[config.mk]
export PLATFORM = sky130hd
export DESIGN_NAME = fifo
export DESIGN_NICKNAME = d
export VERILOG_FILES = /design/src/rtl/fifo_pkg.sv /design/src/rtl/fifo_mem.sv /design/src/rtl/fifo.sv
export SDC_FILE = /design/constraint.sdc
export NUM_CORES = 1
export LEC_CHECK = 0
export CAP_MARGIN = 20
export CORE_UTILIZATION = 60
export DETAILED_ROUTE_END_ITERATION = 12
export PLACE_DENSITY = 0.77
export SYNTH_ARGS = -nofsm -noshare
export SYNTH_HDL_FRONTEND = slang
export SYNTH_SLANG_ARGS = --single-unit
[constraint.sdc]
create_clock -name clk -period 3.6 [get_ports clk]
set_clock_uncertainty 0.1 [all_clocks]
set_input_delay 0.72 -clock clk [delete_from_list [all_inputs] [get_ports clk]]
set_output_delay 0.72 -clock clk [all_outputs]
set_load 0.1 [all_outputs]
[src/rtl/fifo_pkg.sv]
// ============================================================================
// Module   : fifo_pkg
// Purpose  : Shared defaults, thresholds and types for the fifo slice.
// Revision : 1.0 - initial release
// ============================================================================
`default_nettype none

package fifo_pkg;

    localparam int FIFO_DATA_WIDTH      = 8;
    localparam int FIFO_DEPTH           = 16;
    localparam int PTR_W                = $clog2(FIFO_DEPTH);
    localparam int FIFO_ALMOST_FULL_TH  = 14;
    localparam int FIFO_ALMOST_EMPTY_TH = 2;

    typedef logic [FIFO_DATA_WIDTH-1:0] data_t;

endpackage : fifo_pkg

`default_nettype wire

[src/rtl/fifo_mem.sv]
// ============================================================================
// Module   : fifo_mem
// Purpose  : DEPTH x DATA_WIDTH RAM, synchronous write, registered read.
// Revision : 1.0 - initial release
// ============================================================================
`default_nettype none

module fifo_mem
    import fifo_pkg::*;
#(
    parameter int DATA_WIDTH = FIFO_DATA_WIDTH,
    parameter int DEPTH      = FIFO_DEPTH,
    parameter int ADDR_W     = $clog2(DEPTH)
)(
    input  logic                  clk,
    input  logic                  rst,
    input  logic                  wr_en,
    input  logic [ADDR_W-1:0]     wr_addr,
    input  logic [DATA_WIDTH-1:0] wr_data,
    input  logic                  rd_en,
    input  logic [ADDR_W-1:0]     rd_addr,
    output logic [DATA_WIDTH-1:0] rd_data
);

    logic [DATA_WIDTH-1:0] r_mem [DEPTH];
    logic [DATA_WIDTH-1:0] r_rd_data;

    // Array is deliberately left without reset so it can map onto block RAM.
    always_ff @(posedge clk) begin
        if (wr_en) begin
            r_mem[wr_addr] <= wr_data;
        end
    end

    always_ff @(posedge clk) begin
        if (rst) begin
            r_rd_data <= '0;
        end else if (rd_en) begin
            r_rd_data <= r_mem[rd_addr];
        end
    end

    assign rd_data = r_rd_data;

endmodule : fifo_mem

`default_nettype wire

[src/rtl/fifo.sv]
// ============================================================================
// Module   : fifo
// Purpose  : Single-clock synchronous FIFO with occupancy flags. Defining
//            FIFO_ERR_FLAGS_EN adds sticky overflow/underflow outputs.
// Revision : 1.0 - initial release
// ============================================================================
`default_nettype none

module fifo
    import fifo_pkg::*;
#(
    parameter int DATA_WIDTH      = FIFO_DATA_WIDTH,
    parameter int DEPTH           = FIFO_DEPTH,
    parameter int ALMOST_FULL_TH  = FIFO_ALMOST_FULL_TH,
    parameter int ALMOST_EMPTY_TH = FIFO_ALMOST_EMPTY_TH
)(
    input  logic                  clk,
    input  logic                  rst,
    input  logic                  wr_en,
    input  logic [DATA_WIDTH-1:0] wr_data,
    input  logic                  rd_en,
    output logic [DATA_WIDTH-1:0] rd_data,
    output logic                  full,
    output logic                  empty,
    output logic                  almost_full,
    output logic                  almost_empty,
    output logic                  half
`ifdef FIFO_ERR_FLAGS_EN
    ,
    output logic                  overflow,
    output logic                  underflow
`endif
);

    localparam int c_ptr_w = $clog2(DEPTH);
    localparam int c_cnt_w = c_ptr_w + 1;

    localparam logic [c_ptr_w-1:0] c_ptr_one = c_ptr_w'(1);
    localparam logic [c_cnt_w-1:0] c_cnt_one = c_cnt_w'(1);
    localparam logic [c_cnt_w-1:0] c_depth   = c_cnt_w'(DEPTH);
    localparam logic [c_cnt_w-1:0] c_half    = c_cnt_w'(DEPTH / 2);
    localparam logic [c_cnt_w-1:0] c_af_th   = c_cnt_w'(ALMOST_FULL_TH);
    localparam logic [c_cnt_w-1:0] c_ae_th   = c_cnt_w'(ALMOST_EMPTY_TH);

    logic [c_ptr_w-1:0] r_wr_ptr;
    logic [c_ptr_w-1:0] r_rd_ptr;
    logic [c_cnt_w-1:0] r_count;

    logic w_wr_acc;
    logic w_rd_acc;
    logic w_mem_we;

    assign w_wr_acc = wr_en & ~full;
    assign w_rd_acc = rd_en & ~empty;
    // Reset outranks a coincident write, so the RAM never sees it.
    assign w_mem_we = w_wr_acc & ~rst;

    always_ff @(posedge clk) begin
        if (rst) begin
            r_wr_ptr <= '0;
            r_rd_ptr <= '0;
            r_count  <= '0;
        end else begin
            if (w_wr_acc) begin
                r_wr_ptr <= r_wr_ptr + c_ptr_one;
            end
            if (w_rd_acc) begin
                r_rd_ptr <= r_rd_ptr + c_ptr_one;
            end
            case ({w_wr_acc, w_rd_acc})
                2'b10:   r_count <= r_count + c_cnt_one;
                2'b01:   r_count <= r_count - c_cnt_one;
                default: r_count <= r_count;
            endcase
        end
    end

    assign full         = (r_count == c_depth);
    assign empty        = (r_count == '0);
    assign almost_full  = (r_count >= c_af_th);
    assign almost_empty = (r_count <= c_ae_th);
    assign half         = (r_count >= c_half);

    fifo_mem #(
        .DATA_WIDTH (DATA_WIDTH),
        .DEPTH      (DEPTH),
        .ADDR_W     (c_ptr_w)
    ) u_mem (
        .clk     (clk),
        .rst     (rst),
        .wr_en   (w_mem_we),
        .wr_addr (r_wr_ptr),
        .wr_data (wr_data),
        .rd_en   (w_rd_acc),
        .rd_addr (r_rd_ptr),
        .rd_data (rd_data)
    );

`ifdef FIFO_ERR_FLAGS_EN
    logic r_overflow;
    logic r_underflow;

    always_ff @(posedge clk) begin
        if (rst) begin
            r_overflow  <= 1'b0;
            r_underflow <= 1'b0;
        end else begin
            if (wr_en && full) begin
                r_overflow <= 1'b1;
            end
            if (rd_en && empty) begin
                r_underflow <= 1'b1;
            end
        end
    end

    assign overflow  = r_overflow;
    assign underflow = r_underflow;
`endif

endmodule : fifo

`default_nettype wire

==> reports/metrics.json <==
{
  "status": {
    "run_status": "finished, final reports clean"
  },
  "grt": {
    "antenna_found_initial": 0,
    "grt_pass1_vias": 3123,
    "grt.total_usage": 0.2486,
    "gr-total-overflow": 0,
    "pin_count_of_the_biggest_net_entering_global_routing": 29,
    "grt_pass1_wl_um": 17720
  },
  "worst_setup_path": {
    "timing.critical_path.mode_cell": "sky130_fd_sc_hd__ha_1",
    "reg2reg_to": "r_count[4]",
    "worstPathCellList": "or4_4, o21a_4, ha_1, ha_1, nor2b_1, o21ai_0, a21oi_1, or3b_1, mux2_2",
    "worst_r2r_startpoint": "r_count[0]",
    "crit_path_top_delay_cell": "sky130_fd_sc_hd__or4_4",
    "timing.critical_path.required_ps": 3920,
    "timing_worst_setup_path_type": "flip-flop to flip-flop",
    "r2r_setup_slack_ps": 620,
    "worstSetupEndpointType": "flip-flop",
    "worst-path-max-fanout": 6,
    "critical-path-max-stage-delay_ps": 560,
    "worst_setup_path_start_kind": "flip-flop",
    "arrival_ps": 3300,
    "r2r_cells": 9
  },
  "placement": {
    "place_congestion": 0.8098,
    "dp.cells": 518,
    "dpl-instance-area_sq_mm": 0.006461,
    "post_detail_place_hpwl_um": 7095,
    "quantity_of_i_o_buffers_inserted_on_ports": 24,
    "dpl_worst_slack_ps": 324.8
  },
  "logic_synthesis": {
    "synthTopCellsByArea": "sky130_fd_sc_hd__edfxtp_1 64%, sky130_fd_sc_hd__dfxtp_1 7.0%, sky130_fd_sc_hd__mux4_2 6.0%",
    "yosysWarningCount": 0,
    "synth.cell_area_sq_mm": 0.006032,
    "synth.ff_latch_count": 149,
    "synth_edf_count": 128,
    "syn_inst": 365,
    "mappedNetlistNets": 387,
    "yosysSeqAreaShare": 0.7069,
    "asyncSetResetFlopFracSynth": 0,
    "synthDominantAreaCellType": "sky130_fd_sc_hd__edfxtp_1",
    "synth_cell_type_count": 41,
    "synth.avg_cell_area_sq_um": 16.53,
    "synth_top_flop_cell": "sky130_fd_sc_hd__edfxtp_1",
    "synth_top_area_frac": 0.6372
  },
  "clock_network": {
    "hold_buffers": 0,
    "cts-root-buf": "sky130_fd_sc_hd__clkbuf_8",
    "clk_pin_slew_worst_paths_ps": 60,
    "clk-insertion-delay-late_ps": 530,
    "count_of_clock_tree_sinks": 149,
    "tritoncts": "yes",
    "clockBufferDepth": 2,
    "htree_num_levels": 4,
    "post_cts_resized": 0,
    "post_cts_buffers": 0,
    "cts_made_buffers": 17
  },
  "finish": {
    "final_area_sq_mm": 0.006990,
    "fin_util": 0.7152,
    "syn_to_final_growth_pct": 15.89,
    "layout.cells.most_common": "sky130_fd_sc_hd__edfxtp_1",
    "final_cell_count_no_fill": 550,
    "layout-drive-gt1-share": 0.2014,
    "diodes": 0,
    "fillers": 625,
    "final_cell_mix": "128 x sky130_fd_sc_hd__edfxtp_1, 50 x sky130_fd_sc_hd__nor2_1, 34 x sky130_fd_sc_hd__mux2i_1",
    "numnets_final": 426
  },
  "floorplanning": {
    "io_pins": 25,
    "number_of_core_rows": 36,
    "die-width_um": 102.3,
    "dieArea_sq_mm": 0.01046,
    "area_of_the_core_region_sq_mm": 0.009774,
    "initial_utilization": 0.6171,
    "floorplan.die.height_um": 102.3
  },
  "hold_path": {
    "hold_path_origin": "u_mem.rd_data[6]",
    "hold_ep": "u_mem.rd_data[6]",
    "min_delay_path_depth": 2,
    "worst_hold_path_type": "flip-flop to flip-flop"
  },
  "sta": {
    "maxClockFrequency_mhz": 335.3,
    "final_period_minus_worst_setup_slack_ps": 2982,
    "rsz_0062_raised_after_global_routing": "false",
    "hold_viol_final": 0,
    "setup_violations": 0,
    "timing.final.max_slew_violations": 0,
    "final.setup.worst_slack_ps": 617.9,
    "slew_headroom": 0.3538,
    "worst_pin_slew_ps": 966.3,
    "timing.setup.tns_ps": 0,
    "final_min_period_over_clock_period": 0.8284,
    "worst_hold_slack_ps": 437.5
  },
  "route": {
    "ant_nets": 0,
    "drt_iter0_drc": 243,
    "post-route-drc-count": 0,
    "wire_length_on_met3_um": 702,
    "m1WireLength_um": 5021,
    "wl_met2_um": 5685,
    "highest_layer": "met4",
    "drt_pass1_iterations": 7,
    "dr_total_vias": 3279,
    "wl_per_cell_um": 21.19,
    "dr_vias_cell": 5.962,
    "totalWireLength_um": 11650
  },
  "flow_run": {
    "max_cap_violations": 0
  },
  "pwr": {
    "maximum_vdd_drop_uv": 770.7,
    "cellPowerDensity_mw_per_mm2": 760.3,
    "post-layout-total-power_mw": 5.315,
    "power.leakage_nw": 2.263
  }
}
==> critical path, delay by kind of cell, from the launching register on <==
kind	cells	cell delay (ps)
fa+ha+maj	2	550
mux	1	270
compound gates	3	520
flops	1	360
simple gates	3	1060
==> final cells by class <==
class	instances	area, sq um	area share
clock inverters	15	115.1	0.01647
inverters	7	26.28	0.003759
well taps	133	166.4	0.02381
flip-flops and latches	149	4265	0.6102
repair buffers	40	360.3	0.05155
clock buffers	17	414.1	0.05924
multi-input cells	189	1643	0.2350
==> cells in the mapped netlist (all sizes together), types with 3 or more instances <==
cell type / n
clkbuf: 7
xnor2: 3
nand2: 7
mux4: 16
buf: 13
o22ai: 16
nor2b: 5
xor2: 5
inv: 7
a311oi: 8
edfxtp: 128
ha: 9
a21oi: 5
a22oi: 8
nor2: 50
mux2i: 34
dfxtp: 21
==> report_power, final <==
part	internal, mW	total (mW)	switching [mW]
combinational	0.529	1.66	1.13
clock	0.904	1.57	0.670
sequential	1.98	2.08	0.107
==> sequential cells by signal (all words and copies together), names as in the netlist <==
name / flops
u_mem.rd_data: 8
r_wr_ptr: 4
r_rd_ptr: 4
u_mem.r_mem: 128
r_count: 5
==> layer usage <==
| layer | vias up | track usage |
|---|---|---|
| met5 | - | 0 |
| li1 | 1492 | - |
| met1 | 1643 | 0.3424 |
| met2 | 122 | 0.3831 |
| met3 | 22 | 0.05746 |
| met4 | 0 | 0.1099 |
==> cell families after synthesis <==
| logic type | share of synthesized area |
|---|---|
| multiplexers | 0.1180 |
| AO/OA/AOI/OAI | 0.05974 |
| adder cells (fa/ha/maj) | 0.02199 |
| AND/OR/NAND/NOR | 0.05891 |
| XOR/XNOR | 0.01286 |
| flip-flops | 0.7069 |
| buffers and inverters | 0.02157 |
==> worst max path at each step <==
stage                   end        from
6_report         r_count[4]  r_count[0]
5_1_grt          r_count[4]  r_count[0]
4_1_cts          r_count[4]  r_count[0]
3_5_place_dp     r_count[4]       wr_en
3_3_place_gp     r_count[4]       wr_en
2_1_floorplan  almost_empty  r_count[4]
Note: power is estimated with default switching activity, not from simulation.
